### src/rtl/letc_core_stage_fetch1.sv
`default_nettype none
// ============================================================================
// Module      : letc_core_stage_fetch1
// Description : Fetch stage 1. Holds the PC, issues word-aligned fetches to
//               the IMSS and fetch 2, and handles redirects and halts.
// Revision    : 1.0 - initial release
// ============================================================================
module letc_core_stage_fetch1 #(
    parameter logic [31:0] RESET_PC = 32'h0000_0000
) (
    input  logic        clk,
    input  logic        rst,
    input  logic        f2_ready,
    input  logic        f1_stall,
    input  logic        f1_flush,
    input  logic        redirect_valid,
    input  logic [31:0] redirect_pc,
    input  logic        halt_req,
    output logic        imss_req_valid,
    output logic [31:0] imss_req_addr,
    output logic        f1_to_f2_valid,
    output logic [31:0] f1_to_f2_pc,
    output logic        f1_halted
);

    localparam logic [1:0]  c_st_boot   = 2'd0;
    localparam logic [1:0]  c_st_run    = 2'd1;
    localparam logic [1:0]  c_st_halted = 2'd2;
    localparam logic [31:0] c_align     = 32'hFFFF_FFFC;
    localparam logic [31:0] c_reset_pc  = RESET_PC & c_align;

    logic [1:0]  r_state;
    logic [1:0]  w_state_next;
    logic [31:0] r_pc;
    logic [31:0] w_pc_next;
    logic        w_issue;

    // A redirect in the same cycle always suppresses the issue: it costs one bubble.
    assign w_issue = (r_state == c_st_run) & f2_ready & ~f1_stall & ~f1_flush & ~redirect_valid;

    always_comb begin
        w_state_next = r_state;
        w_pc_next    = r_pc;
        if (redirect_valid) begin
            w_pc_next    = redirect_pc & c_align;
            w_state_next = c_st_run;
        end else begin
            case (r_state)
                c_st_boot: begin
                    w_state_next = c_st_run;
                end
                c_st_run: begin
                    if (w_issue) begin
                        w_pc_next = r_pc + 32'd4;
                    end
                    if (halt_req) begin
                        w_state_next = c_st_halted;
                    end
                end
                c_st_halted: begin
                    w_state_next = c_st_halted;
                end
                default: begin
                    w_state_next = c_st_boot;
                end
            endcase
        end
    end

    always_ff @(posedge clk or posedge rst) begin
        if (rst) begin
            r_state <= c_st_boot;
            r_pc    <= c_reset_pc;
        end else begin
            r_state <= w_state_next;
            r_pc    <= w_pc_next;
        end
    end

    assign imss_req_valid = w_issue;
    assign f1_to_f2_valid = w_issue;
    assign imss_req_addr  = r_pc;
    assign f1_to_f2_pc    = r_pc;
    assign f1_halted      = (r_state == c_st_halted);

endmodule
`default_nettype wire

### config.mk
export PLATFORM = sky130hd
export DESIGN_NAME = letc_core_stage_fetch1
export DESIGN_NICKNAME = d
export VERILOG_FILES = /design/src/rtl/letc_core_stage_fetch1.sv
export SDC_FILE = /design/constraint.sdc
export NUM_CORES = 1
export LEC_CHECK = 0
export CAP_MARGIN = 20
export CORE_ASPECT_RATIO = 1.4
export CORE_MARGIN = 1
export CORE_UTILIZATION = 37
export DETAILED_ROUTE_END_ITERATION = 8
export PLACE_DENSITY = 0.77
export SYNTH_ARGS = -nofsm -noshare
export SYNTH_HDL_FRONTEND = slang
export SYNTH_SLANG_ARGS = --single-unit
### constraint.sdc
create_clock -name clk -period 2.1 [get_ports clk]
set_input_delay 0.21 -clock clk [delete_from_list [all_inputs] [get_ports clk]]
set_output_delay 0.21 -clock clk [all_outputs]
set_load 0.01 [all_outputs]
=== After elaboration in Yosys (flattened, before gate mapping) ===
Index checks and enable logic that the tools add are counted.
Widths: inputs -> output; s select.

* Add/sub/neg operators: 1
* Equality and inequality tests: 3
* Multiplexer cells: 6
* Bitwise gates (word level): 7
* Reductions and logical operators: 4

{| class="wikitable"
|+ Operators with widths
! kind !! count
|-
| $mux 32 || 3
|-
| $add 32x3->32 const B || 1
|-
| $pmux 2 s3 || 1
|-
| $and 1x1->1 || 4
|-
| $mux 2 || 2
|-
| $reduce_bool 2->1 || 2
|-
| $ne 3x3->1 const B || 1
|-
| $not 1->1 || 3
|-
| $eq 2x1->1 const B || 1
|-
| $eq 2x2->1 const B || 1
|-
| $logic_not 2->1 || 1
|-
| $reduce_and 2->1 || 1
|}

* Bits in registers: 34
* Output and inout bits: 67

=== Logic depth before layout (Yosys ltp) ===
* Depth after elaboration: 8
* Gate-level depth with buffers: 8

=== Worst setup path after synthesis ===
OpenSTA, ideal clock, no wires.

* Kind: flip-flop to flip-flop
* Start point: register r_state[1]
* End point: register r_pc[29] (netlist: f1_to_f2_pc[29])
* Setup time: 0.082 ns
* Data arrival time: 2.047 ns
* Data required time: 2.018 ns
* Setup slack: -0.029 ns
* Stages on the path, launching flop included: 9
* Buffers on the path: 2
* Clock period less this slack: 2.129 ns
* Cell sequence: dfrtp_1 inv_1 ha_1 nand4bb_1 buf_2 or4_1 buf_2 or4_1 a31oi_1

* Longest elaborated chain between the ends: 7

{| class="wikitable"
|+ Ends and longest elaborated chain
! element !! RTL line !! source
|-
| from (decl) || 32 || <nowiki>logic [1:0] r_state;</nowiki>
|-
| from (signal assigned) || 72 || <nowiki>r_state <= c_st_boot;</nowiki>
|-
| from (signal assigned) || 75 || <nowiki>r_state <= w_state_next;</nowiki>
|-
| $eq 2x1->1 * || 39, 48 ||
|-
| $and 1x1->1 (4 in series) || 39 || <nowiki>assign w_issue = (r_state == c_st_run) & f2_ready & ~f1_stall & ~f1_flush & ~redirect_valid;</nowiki>
|-
| $reduce_bool 2->1 (no line) || -- ||
|-
| $reduce_and 2->1 (no line) * || -- ||
|-
| to (signal assigned) || 73 || <nowiki>r_pc <= c_reset_pc;</nowiki>
|-
| to (signal assigned) || 76 || <nowiki>r_pc <= w_pc_next;</nowiki>
|-
| to (decl) || 34 || <nowiki>logic [31:0] r_pc;</nowiki>
|}

Every way passes the cells marked *; elsewhere a longest branch is shown, timed or not.
A chain may end at the register's enable or synchronous reset.

=== Worst setup path in the final report ===
* Start point: register r_pc[23] (netlist: f1_to_f2_pc[23])
* End point: register r_pc[30] (netlist: f1_to_f2_pc[30])

* Longest elaborated chain between the ends: 4

{| class="wikitable"
|+ Ends and longest elaborated chain
! element !! RTL line !! source
|-
| $add 32x3->32 || 54 || <nowiki>w_pc_next = r_pc + 32'd4;</nowiki>
|-
| $mux 32 || 53 || <nowiki>if (w_issue) begin</nowiki>
|-
| $mux 32 || 48 || <nowiki>case (r_state)</nowiki>
|-
| $mux 32 || 44 || <nowiki>if (redirect_valid) begin</nowiki>
|}

Every way passes these cells. The select of a mux whose other input is x is not followed.

==> out/results.ini <==
[die]
die_x_um = 67.4
die_area_mm2 = 0.00630
die_y_um = 93.5
io_pins = 106
fp-row-count = 33
start_util_pct = 38.0
core-area_mm2 = 0.00582

[place]
dp_hpwl_um = 4800
placedInstanceArea_mm2 = 0.00321
io_buffers = 99
gp_congestion = 0.811

[job]
maxCapViolCount = 0

[clock_network]
clk_pin_slew_worst_paths_ns = 0.07
root_buffer = clkbuf_8
cts-htree-levels = 2
clock_sinks = 32
clk_latency_ns = 0.28
ctsHoldBuffers = 0
numCtsBuffers = 5
cts_tree = done
cts_buffer_depth = 2

[timing]
rsz0062_at_grt = no
hold_violations = 0
period_share_pct = 94.2
drv_slew = 0
fin_skew_ns = 0.00724
min_period_ns = 1.98
setup_viol = 0
fmax_ghz = 0.505

[finish]
antenna_cells = 0
final_area_mm2 = 0.00335
fin_nets = 395
fillers = 546
area.sequential_um2 = 801
final_util_pct = 57.6
syn_to_final_growth_pct = 51.5
multi_input_area_mm2 = 0.00110
drive_above_1_share_pct = 12.2

[synthesis]
yosysUniqueCellTypes = 32
syn_avg_cell_area_um2 = 8.35
synth_warnings = 0
synth_seq_area_share_pct = 36.2
synthCells = 265
synth_area_mm2 = 0.00221
synth_edf_count = 0
async_flop_share_pct = 100
synth_ff_type = dfrtp_1
ys_ff_latch = 32

[drt]
wl_um = 6290
drtAntennaViolNets = 0
wl_per_cell_um = 14.9
first_iter_violations = 166
drt_first_pass_iters = 6
via_per_inst = 5.39
vias = 2279
drcViolationCount = 0

[critical_path]
crit_arrival_ns = 2.19
crit_path_max_fanout = 6
r2r_cells = 4
endpoint_kind = flop
cp-start-kind = flop
crit_type = flop to flop
required_ns = 2.31

[power_and_ir_drop]
switchingPower_mw = 0.607
pwr_density_cell_mw_per_mm2 = 601
p_leak_nw = 1.29
p_seq_share_pct = 37.2
p_clk_share_pct = 29.3
p_int_mw = 1.41
switching_share_pct = 30.1
combinationalPowerShare_pct = 33.5
peakVddDrop_uv = 377

[grt]
grtUsageTotal_pct = 20.9
grt_pass1_vias = 2142
gr-total-overflow = 0
grt_pass1_wl_um = 10100
grt_max_degree = 40
antenna_found_initial = 0

[outcome]
status = finished clean

[min_path]
hp-class = input port to async pin

[what timing repair did]
item / 4_1_cts / 5_1_grt
pin swaps: 1 / 5
setup endpoints to repair: 13 / 10
setup buffers: 1 / 1
gates resized for setup: 6 / 1
[per-stage QoR]
stage               power (mW)  std cells  setup WS [ns]  hold slack, ns  TNS [ns]
floorplan                 1.10        268       -0.00329           0.317  -0.00332
detailed placement        1.43        413         -0.157           0.592     -1.37
CTS                       2.03        422         0.0200           0.335         0
finish                    2.02        423          0.121           0.317         0
global placement          1.41        413         -0.130           0.574     -1.07
global route              2.13        423         0.0248           0.357         0
[cell usage in the layout (no fill, tap or decap), types with 4 or more instances in the layout]
master	count
nand2_1	25
o21ai_0	13
or4_1	16
a31oi_1	19
nor4_1	4
clkbuf_8	5
nand4_1	13
xnor2_1	6
nand3_1	11
buf_4	27
clkdlybuf4s50_1	97
dfrtp_1	32
nor2_1	21
conb_1	4
inv_1	7
o31ai_1	14
[state kept, by name, indices dropped and copies added, names as in the netlist]
register	flops
f1_to_f2_pc	30
r_state	2
[critical path: stages (launching register included)]
cell and delay [ns]:
dfrtp_1 0.42, nand4_1 0.23, or4_4 0.62, or4_1 0.48, a31oi_1 0.17
[synthesized netlist by cell type (2+ instances only)]
cell type  count  area [µm²]
or4_1         18         135
xnor2_1        6        52.6
and2_1         2        12.5
o31ai_1       14         105
buf_2          5        25.0
o41ai_1        2        17.5
nor2_1        21        78.8
clkbuf_1      11        41.3
buf_4         35         263
xor2_1         3        26.3
or3_1          3        18.8
nand4_1       13        81.3
and4_1         2        17.5
dfrtp_1       32         801
nor4_1         4        25.0
nand2_1       25        93.8
a31oi_1       19         119
ha_1           4        50.1
o211ai_1       2        15.0
inv_1          8        30.0
nand3_1       12        60.1
and3_1         2        12.5
o21ai_0       13        65.1
[layer usage]
| metal | track usage, % | up-vias | part of all wire [%] |
|---|---|---|---|
| met5 | 0 | - | 0 |
| met4 | 7.45 | 0 | 1.7 |
| met3 | 4.27 | 9 | 5.1 |
| met2 | 37.8 | 91 | 54 |
| met1 | 23.4 | 1075 | 39 |
| li1 | - | 1104 | - |
[final timing paths]
path / from / end / slack [ns]
setup / recovery: f1_to_f2_pc[23] / f1_to_f2_pc[30] / 0.12
hold / removal: rst / r_state[0] / 0.32
setup reg to reg: f1_to_f2_pc[23] / f1_to_f2_pc[30] / 0.12
hold reg to reg: f1_to_f2_pc[31] / f1_to_f2_pc[31] / 0.60
max in group asynchronous: rst / f1_to_f2_pc[10] / 1.48
min in group clk: redirect_pc[23] / f1_to_f2_pc[23] / 0.49
[logic make-up (layout without fill, tap and decap cells)]
logic type      Yosys count  in the layout  share of synthesized area [%]
fa+ha+maj                 4              4                           2.26
xor+xnor                  9              9                           3.56
mux                       1              1                          0.452
flops                    32             32                           36.2
other cells               1              4                          0.169
simple gates            108            108                           26.4
buf+inv                  59            144                           16.2
compound gates           51             51                           14.8
[layout make-up]
type / instances / area share, %
clock buffer: 6 / 2.16
clock inverter: 2 / 1.04
inverter: 8 / 0.896
multi-input combinational: 177 / 32.9
sequential: 32 / 23.9
tap: 70 / 2.61
timing repair buffer: 128 / 36.5
[power groups by stage]
| stage | registers [mW] | clock network [mW] | logic [mW] |
|---|---|---|---|
| final | 0.750 | 0.590 | 0.675 |
| after global routing | 0.760 | 0.629 | 0.738 |
| after CTS | 0.749 | 0.603 | 0.679 |
| after detailed placement | 0.760 | 0 | 0.666 |
| after global placement | 0.756 | 0 | 0.652 |
| after floorplan | 0.794 | 0 | 0.305 |
Power figures use the tool's default switching activity.
